### src/rtl/rice_pkg.sv
// Shared definitions for the Rice residual decoder: default widths, FSM state
// encoding and the zigzag decode used by the output stage and bench models.
package rice_pkg;

   localparam int DATA_W_DEF = 16;
   localparam int RP_W_DEF   = 4;

   typedef enum logic {
      S_UNARY = 1'b0,
      S_REM   = 1'b1
   } state_e;

   // Even codes map to u/2, odd codes to -(u+1)/2.
   function automatic logic signed [DATA_W_DEF-1:0] zigzag_decode(input logic [DATA_W_DEF-1:0] u);
      return signed'((u >> 1) ^ {DATA_W_DEF{u[0]}});
   endfunction

endpackage

### src/rtl/rice_zigzag_decode.sv
// Combinational zigzag decode of an unsigned Rice code into a signed residual.
module rice_zigzag_decode
   import rice_pkg::*;
#(
   parameter int DATA_W = DATA_W_DEF
) (
   input  logic        [DATA_W-1:0] iCode,
   output logic signed [DATA_W-1:0] oResidual
);

   generate
      if (DATA_W == DATA_W_DEF) begin : g_pkg
         assign oResidual = zigzag_decode(iCode);
      end else begin : g_generic
         assign oResidual = signed'((iCode >> 1) ^ {DATA_W{iCode[0]}});
      end
   endgenerate

endmodule

### src/rtl/variable_rice_decoder.sv
// Serial Rice/FLAC residual decoder, one coded bit per accepted cycle.
// Optional `RICE_DEC_MSBLSB_EN exposes the decoded quotient/remainder fields.
module variable_rice_decoder
   import rice_pkg::*;
#(
   parameter int DATA_W = DATA_W_DEF,
   parameter int RP_W   = RP_W_DEF
) (
   input  logic                     iClock,
   input  logic                     iReset,
   input  logic                     iValid,
   input  logic                     iBit,
   output logic                     oReady,
   input  logic        [RP_W-1:0]   iRiceParam,
   output logic signed [DATA_W-1:0] oSample,
   output logic                     oValid,
   output logic                     oError
`ifdef RICE_DEC_MSBLSB_EN
   ,
   output logic        [DATA_W-1:0] oMSB,
   output logic        [DATA_W-1:0] oLSB
`endif
);

   state_e                     state_q;
   logic        [DATA_W-1:0]   q_q;
   logic        [DATA_W-1:0]   r_q;
   logic        [RP_W-1:0]     cnt_q;
   logic        [RP_W-1:0]     rp_q;
   logic                       first_q;
   logic                       err_q;
   logic                       valid_q;
   logic signed [DATA_W-1:0]   sample_q;
`ifdef RICE_DEC_MSBLSB_EN
   logic        [DATA_W-1:0]   msb_q;
   logic        [DATA_W-1:0]   lsb_q;
`endif

   logic                       accept;
   logic        [RP_W-1:0]     rp_eff;
   logic        [DATA_W-1:0]   q_limit;
   logic        [DATA_W-1:0]   r_next;
   logic        [DATA_W-1:0]   u_rem;
   logic        [DATA_W-1:0]   code_u;
   logic                       done_unary;
   logic                       done_rem;
   logic                       overflow;
   logic signed [DATA_W-1:0]   residual;

   assign accept  = iValid && !err_q;
   // The parameter is only taken from the port on a codeword's first bit.
   assign rp_eff  = first_q ? iRiceParam : rp_q;
   assign q_limit = {DATA_W{1'b1}} >> rp_eff;
   assign r_next  = DATA_W'({r_q, iBit});
   // Widened shift; the quotient limit keeps the discarded upper bits zero.
   assign u_rem   = DATA_W'((DATA_W+RP_W)'(q_q) << rp_eff) | r_next;
   assign code_u  = (state_q == S_REM) ? u_rem : q_q;

   assign done_unary = accept && (state_q == S_UNARY) && iBit && (rp_eff == '0);
   assign done_rem   = accept && (state_q == S_REM) && (cnt_q == RP_W'(1));
   assign overflow   = accept && (state_q == S_UNARY) && !iBit && (q_q == q_limit);

   rice_zigzag_decode #(.DATA_W(DATA_W)) u_zigzag (
      .iCode     (code_u),
      .oResidual (residual)
   );

   always_ff @(posedge iClock) begin
      if (iReset) begin
         state_q  <= S_UNARY;
         q_q      <= '0;
         r_q      <= '0;
         cnt_q    <= '0;
         rp_q     <= '0;
         first_q  <= 1'b1;
         err_q    <= 1'b0;
         valid_q  <= 1'b0;
         sample_q <= '0;
`ifdef RICE_DEC_MSBLSB_EN
         msb_q    <= '0;
         lsb_q    <= '0;
`endif
      end else begin
         valid_q <= done_unary || done_rem;
         if (accept) begin
            first_q <= 1'b0;
            if (first_q) rp_q <= iRiceParam;
            case (state_q)
               S_UNARY: begin
                  if (!iBit) begin
                     if (overflow) begin
                        err_q   <= 1'b1;
                        q_q     <= '0;
                        first_q <= 1'b1;
                     end else begin
                        q_q <= q_q + 1'b1;
                     end
                  end else if (rp_eff == '0) begin
                     q_q     <= '0;
                     first_q <= 1'b1;
                  end else begin
                     state_q <= S_REM;
                     cnt_q   <= rp_eff;
                     r_q     <= '0;
                  end
               end
               S_REM: begin
                  r_q   <= r_next;
                  cnt_q <= cnt_q - 1'b1;
                  if (cnt_q == RP_W'(1)) begin
                     state_q <= S_UNARY;
                     q_q     <= '0;
                     first_q <= 1'b1;
                  end
               end
               default: state_q <= S_UNARY;
            endcase
            if (done_unary || done_rem) begin
               sample_q <= residual;
`ifdef RICE_DEC_MSBLSB_EN
               msb_q    <= q_q;
               lsb_q    <= (state_q == S_REM) ? r_next : '0;
`endif
            end
         end
      end
   end

   assign oReady  = !err_q;
   assign oValid  = valid_q;
   assign oSample = sample_q;
   assign oError  = err_q;
`ifdef RICE_DEC_MSBLSB_EN
   assign oMSB    = msb_q;
   assign oLSB    = lsb_q;
`endif

endmodule

### config.mk
export PLATFORM = sky130hd
export DESIGN_NAME = variable_rice_decoder
export DESIGN_NICKNAME = d
export VERILOG_FILES = /design/src/rtl/rice_pkg.sv /design/src/rtl/rice_zigzag_decode.sv /design/src/rtl/variable_rice_decoder.sv
export SDC_FILE = /design/constraint.sdc
export NUM_CORES = 1
export LEC_CHECK = 0
export CAP_MARGIN = 20
export CORE_UTILIZATION = 40
export CTS_BUF_LIST = sky130_fd_sc_hd__clkbuf_4 sky130_fd_sc_hd__clkbuf_8 sky130_fd_sc_hd__clkbuf_16
export DETAILED_ROUTE_END_ITERATION = 7
export PLACE_DENSITY = 0.63
export SYNTH_ARGS = -nofsm -noshare
export SYNTH_HDL_FRONTEND = slang
export SYNTH_SLANG_ARGS = --single-unit
### constraint.sdc
create_clock -name iClock -period 2.5 [get_ports iClock]
set_input_delay 0.5 -clock iClock [delete_from_list [all_inputs] [get_ports iClock]]
set_output_delay 0.5 -clock iClock [all_outputs]
set_load 0.005 [all_outputs]
==> flow_metrics.tcl, run 1 <==
set metrics [dict create \
    viasPerCell 5.82 \
    layout_commonest_cell "buf_4" \
    violations "negative setup slack" \
    fin_crit_sh 1.04 \
    worstPathArrival_ns 2.85 \
    wl_per_cell_um 18.7 \
    switching_power_w 0.000788 \
    ys_ff_latch 59 \
    grt_pass1_wl_um 20700 \
    core_area_sq_um 9420 \
    hold_class "flop to flop" \
    p_comb_frac 0.241 \
    drt_iter0_drc 338 \
    hold_violations 0 \
    cts_sinks 59 \
    crit_path_end_kind "flop" \
    diodes 0 \
    max_freq_ghz 0.384 \
    p_sw_frac 0.315 \
    syn_nets 478 \
    gp_congestion 0.930 \
    p_leak_nw 1.97 \
    slew_violations 0 \
    worst_slew_pin_slew_ns 0.733 \
    rsz0062_at_grt "yes" \
    ant_nets 0 \
    worstPathMaxFanout 6 \
    htreeDepth 3 \
    critPathBufInv 2 \
    cap_violations 0 \
    dp_hpwl_um 9470 \
    drc 0 \
    worst_hold_slack_ns 0.458 \
    synth_area_sq_um 3960 \
    worstRegToRegCells 9 \
    intPower_w 0.00172 \
    synth_cell_type_count 63 \
    die_width_um 101 \
    grt_overflow 0 \
    pwr-share-seq 0.393 \
    outcome "finished with violations" \
    clock_path_buffers 2 \
    cts_tree "yes" \
    path_depth 9 \
    worstPathCellList "buf_4 -> or3b_4 -> a211o_4 -> o22a_1 -> a211oi_2 -> o2111ai_4 -> a21oi_4 -> buf_6 -> nor2_2" \
    max_slew_margin 0.508 \
    synth_area_per_cell_sq_um 8.48 \
    hold_path_depth 2 \
    setup_viol 19 \
    initial_core_util 0.420 \
    gr-usage-all-layers 0.267 \
    peakVddDrop_mv 0.282 \
    firstDrtPassIters 5 \
    ios 27 \
    drive_gt1_frac 0.305 \
    finalCriticalPeriod_ns 2.61 \
    synth_flop_cell "dfxtp_1" \
    num_rows 35 \
    syn-instance-count 467 \
    clock_skew_ns 0.0123 \
    path_clk_slew_ns 0.08 \
    syn2layout_area_growth_pct 34.1 \
    synth_edf_count 0 \
    fin_ws_ns -0.106 \
    power.density_nw_per_um2 472 \
    cp.required_ns 2.74 \
    fp.dieArea_sq_um 10300 \
    cp_slowest_cell "or3b_4" \
    critPathTopFamily "compound AO/OA/AOI/OAI gates" \
    synth_warnings 0 \
    ctsRootBufferMaster "clkbuf_8" \
    power_frac_clock 0.365 \
    cpPeakStageDelay_ns 0.41 \
    portBuffers 26 \
    cp-start-kind "flop" \
    finalPower_w 0.00251 \
    fin_nets 570 \
    cts_buffers 9 \
    grt_pass1_vias 3869 \
    layout_common_cells "buf_4, dfxtp_1, nor2_1" \
    antenna_found_initial 0 \
    drt-total-wl_um 12900 \
    ys_seq_area_frac 0.298 \
    clock_latency_ns 0.36 \
    die_h_um 101 \
    grt_start_max_net_pins 35 \
    critPathKind "flop to flop" \
    ctsHoldBuffers 0 \
    vias 4036 \
    async_flop_share 0 \
]
==> sequential cells by signal, indices dropped and copies added (netlist names) <==
name and flops:
cnt_q 4, first_q 1, oError 1, oSample 16, oValid 1, q_q 16, r_q 15, rp_q 4
state_q 1
==> layout make-up <==
type / instances / area (sq um)
Timing Repair Buffer: 127 / 1060
Inverter: 11 / 41.3
Sequential cell: 59 / 1180
Clock buffer: 9 / 124
Fill cell: 872 / 4110
Clock inverter: 7 / 76.3
Tap cell: 129 / 161
Multi-Input combinational cell: 351 / 2660
==> cells in the mapped netlist, types with 6 or more instances <==
cell       n  area share
or3_1      7       0.011
xnor2_1   11       0.024
dfxtp_1   59        0.30
nand3b_1   7       0.013
nand2b_1   7       0.011
nand4_1    9       0.014
a21oi_1   27       0.034
nand2_1   30       0.028
nand3_1   10       0.013
o21ai_0   12       0.015
a211oi_1  17       0.032
a22oi_1   19       0.036
nor3_1    12       0.015
mux2i_1   26       0.066
inv_1     11       0.010
mux2_2     6       0.017
nor2_1    53       0.050
mux4_2    12       0.068
clkbuf_1  32       0.030
buf_2      9       0.011
==> kinds of logic (layout without fill, tap and decap cells) <==
family                     Yosys count  after routing  synth area share
AOI/OAI and AO/OA                  130            130             0.235
xor gates and xnor gates            16             16            0.0354
adders and majority gates            3              3           0.00948
buffers and inverters               57            154            0.0645
DFF                                 59             59             0.298
muxes                               46             46             0.160
and+or+nand+nor                    156            156             0.197
==> final timing paths <==
path                    from    endpoint  slack (ns)
setup / recovery     first_q      q_q[7]       -0.11
hold / removal    oSample[2]  oSample[2]        0.46
setup reg to reg     first_q      q_q[7]       -0.11
hold reg to reg   oSample[2]  oSample[2]        0.46
==> through the flow <==
| stage | TNS [ns] | area [sq um] | worst slack [ns] | std cells | utilization |
|---|---|---|---|---|---|
| after detailed placement | -28.65 | 4890 | -0.703 | 668 | 0.519 |
| after floorplan | -1.11 | 3990 | -0.112 | 467 | - |
| after CTS | -0.712 | 5230 | -0.0631 | 692 | 0.555 |
| after global routing | -3.67 | 5310 | -0.187 | 693 | 0.564 |
| after global placement | -26.06 | 4890 | -0.636 | 668 | 0.519 |
| final | -1.49 | 5310 | -0.106 | 693 | 0.564 |
==> power groups by stage <==
stage	registers, W	logic (W)	clock network (W)
2_1_floorplan	0.000995	0.000342	0
3_3_place_gp	0.00101	0.000541	0
4_1_cts	0.000984	0.000581	0.000926
6_report	0.000985	0.000605	0.000916
3_5_place_dp	0.00101	0.000545	0
5_1_grt	0.000988	0.000652	0.000964
==> repair_timing <==
action	4_1_cts	5_1_grt
setup endpoints to repair	53	30
gates resized for setup	31	17
pin swaps	4	3
setup buffers	7	1
cloned	1	0
==> worst min-delay path: cells and delay by family, from the launching register on <==
family | cells | cell delay [ns]
and+or+nand+nor | 1 | 0.05
AOI/OAI and AO/OA | 1 | 0.05
DFF | 1 | 0.32
==> per-layer routing <==
layer,vias to the layer above,part of all wire,routed length (um),GRT usage
li1,1924,-,-,-
met1,1921,0.46,5940,0.367
met2,162,0.43,5570,0.404
met3,29,0.086,1110,0.0690
met4,0,0.024,313,0.0970
met5,-,0,0,0
Note: power is estimated with default switching activity, not from simulation.
==> inputs of run 2 (changes only) <==
Settings changed: PLACE_DENSITY 0.63 to 0.61.
Clock period 2.5 ns to 2.9 ns, I/O delays scaled along.
==> run 2 against run 1 <==
  * The flow now finishes without violations
  * Combinational power shrank 24%
  * Setup slack gained 0.30 ns
  * Via count shrank 1.6%
  * Flip-flop and latch count is the same
  * Power shrank 15%
  * Die area is the same
  * Clock-buffer cell count is the same
  * Highest routed layer unchanged
==> flow_metrics.tcl, run 2 (synthesis gave the netlist of run 1 again) <==
set metrics [dict create \
    wl_per_cell_um 18.6 \
    grt.busiest_layer "met1" \
    r2r-start "first_q" \
    path_clk_slew_ns 0.08 \
    regToRegSetupSlack_ns 0.22 \
    max_freq_ghz 0.370 \
    hold_path_depth 2 \
    clock_latency_ns 0.36 \
    grt_overflow 0 \
    num_rows 35 \
    drt_iter0_drc 384 \
    hold_violations 0 \
    ant_nets 0 \
    cts_tree "yes" \
    fin_nets 545 \
    grtUsageMet3 0.0545 \
    grt_pass1_wl_um 19900 \
    portBuffers 26 \
    fp.dieArea_sq_um 10300 \
    fin_ws_ns 0.198 \
    dp_hpwl_um 9210 \
    layout_common_cells "buf_4, dfxtp_1, nor2_1" \
    worst_slew_pin_slew_ns 0.652 \
    drc 0 \
    layout_commonest_cell "buf_4" \
    max_slew_margin 0.562 \
    grt_start_max_net_pins 47 \
    worst_hold_slack_ns 0.461 \
    cp-start-kind "input port" \
    rr_endpoint "oSample[13]" \
    register_area_sq_um 1180 \
    holdCritStartpoint "oSample[2]" \
    grt_pass1_vias 3681 \
    ctsHoldBuffers 0 \
    switching_power_w 0.000668 \
    drive_gt1_frac 0.234 \
    cts_buffers 9 \
    die_width_um 101 \
    ios 27 \
    power_frac_clock 0.382 \
    die_h_um 101 \
    pwr-share-seq 0.402 \
    outcome "completed" \
    intPower_w 0.00145 \
    gp_congestion 0.971 \
    worstPathArrival_ns 2.92 \
    cap_violations 0 \
    p_leak_nw 1.84 \
    firstDrtPassIters 5 \
    hold_class "flop to flop" \
    critPathKind "input port to flop" \
    pre_cts_ws_ns -0.338 \
    cts_sinks 59 \
    power.density_nw_per_um2 426 \
    rsz0062_at_grt "no" \
    peakVddDrop_mv 0.217 \
    crit_path_end_kind "flop" \
    htreeDepth 3 \
    met1_usage 0.375 \
    final_util 0.528 \
    fillers 889 \
    clock_skew_ns 0.0117 \
    setup_viol 0 \
    multi_input_area_sq_um 2530 \
    cp.required_ns 3.12 \
    viasPerCell 5.95 \
    antenna_found_initial 0 \
    met2_usage 0.374 \
    clock_path_buffers 2 \
    worstPathMaxFanout 6 \
    p_comb_frac 0.216 \
    slew_violations 0 \
    p_sw_frac 0.315 \
    fin_crit_sh 0.932 \
    drt-total-wl_um 12400 \
    initial_core_util 0.420 \
    worstRegToRegCells 6 \
    gr-usage-all-layers 0.259 \
    vias 3972 \
    core_area_sq_um 9420 \
    syn2layout_area_growth_pct 25.5 \
    diodes 0 \
    finalCriticalPeriod_ns 2.70 \
    ctsRootBufferMaster "clkbuf_8" \
    holdPathEnd "oSample[2]" \
]
run 2: cell types whose count changed in the layout (fill, tap and decap cells not counted), sizes merged:
cell / delta
buf: -25
dlygate4sd2: -3
clkdlybuf4s50: +2
clkinvlp: -2
dlymetal6s2s: +2
inv: +2
clkdlybuf4s15: -1
run 2: worst max path at each step:
stage | from | to | cells after the start
global placement | iRiceParam[0] | oSample[12] | 7
global route | iRiceParam[2] | q_q[1] | 10
CTS | iRiceParam[0] | q_q[8] | 9
floorplan | iRiceParam[1] | q_q[4] | 10
detailed placement | iRiceParam[0] | q_q[8] | 9
finish | iRiceParam[3] | q_q[8] | 9
run 2: final cells by class:
class	instances	area share
Multi-Input combinational cell	351	0.509
Sequential cell	59	0.238
Timing Repair Buffer	102	0.171
Tap cell	129	0.0325
Clock buffer	9	0.0249
Clock inverter	7	0.0166
Inverter	11	0.00831
run 2: timing repair:
item | in CTS | in global routing
gates resized for setup | 0 | 5
endpoints found under the setup margin | 0 | 32
setup buffers | 0 | 0
endpoints found under the hold margin | 0 | 0
run 2: worst max-delay path: stages:
cell and delay, ns:
clkdlybuf4s50_1 0.46, mux2_2 0.37, a211o_4 0.36, o22a_1 0.23, a211oi_2 0.25, o2111ai_2 0.22
buf_4 0.21, a22oi_1 0.14, o41ai_1 0.10
run 2: metal layers:
| layer | share of wire | vias up |
|---|---|---|
| met5 | 0 | - |
| met4 | 0.027 | 0 |
| met3 | 0.079 | 31 |
| met2 | 0.43 | 162 |
| met1 | 0.47 | 1906 |
| li1 | - | 1873 |
run 2: power by group through the flow:
stage,logic (W),clock network [W],registers [W]
after floorplan,0.000289,0,0.000858
after global placement,0.000448,0,0.000869
after detailed placement,0.000449,0,0.000869
after CTS,0.000451,0.000825,0.000850
after global routing,0.000495,0.000869,0.000854
final,0.000458,0.000810,0.000851
run 2: per-stage QoR:
stage	area, sq um	cells	power [W]	setup TNS, ns
after floorplan	3960	467	0.00115	0
after global placement	4750	652	0.00132	-9.34
after detailed placement	4750	652	0.00132	-10.47
after CTS	4960	668	0.00213	0
after global routing	4970	668	0.00222	0
final	4970	668	0.00212	0
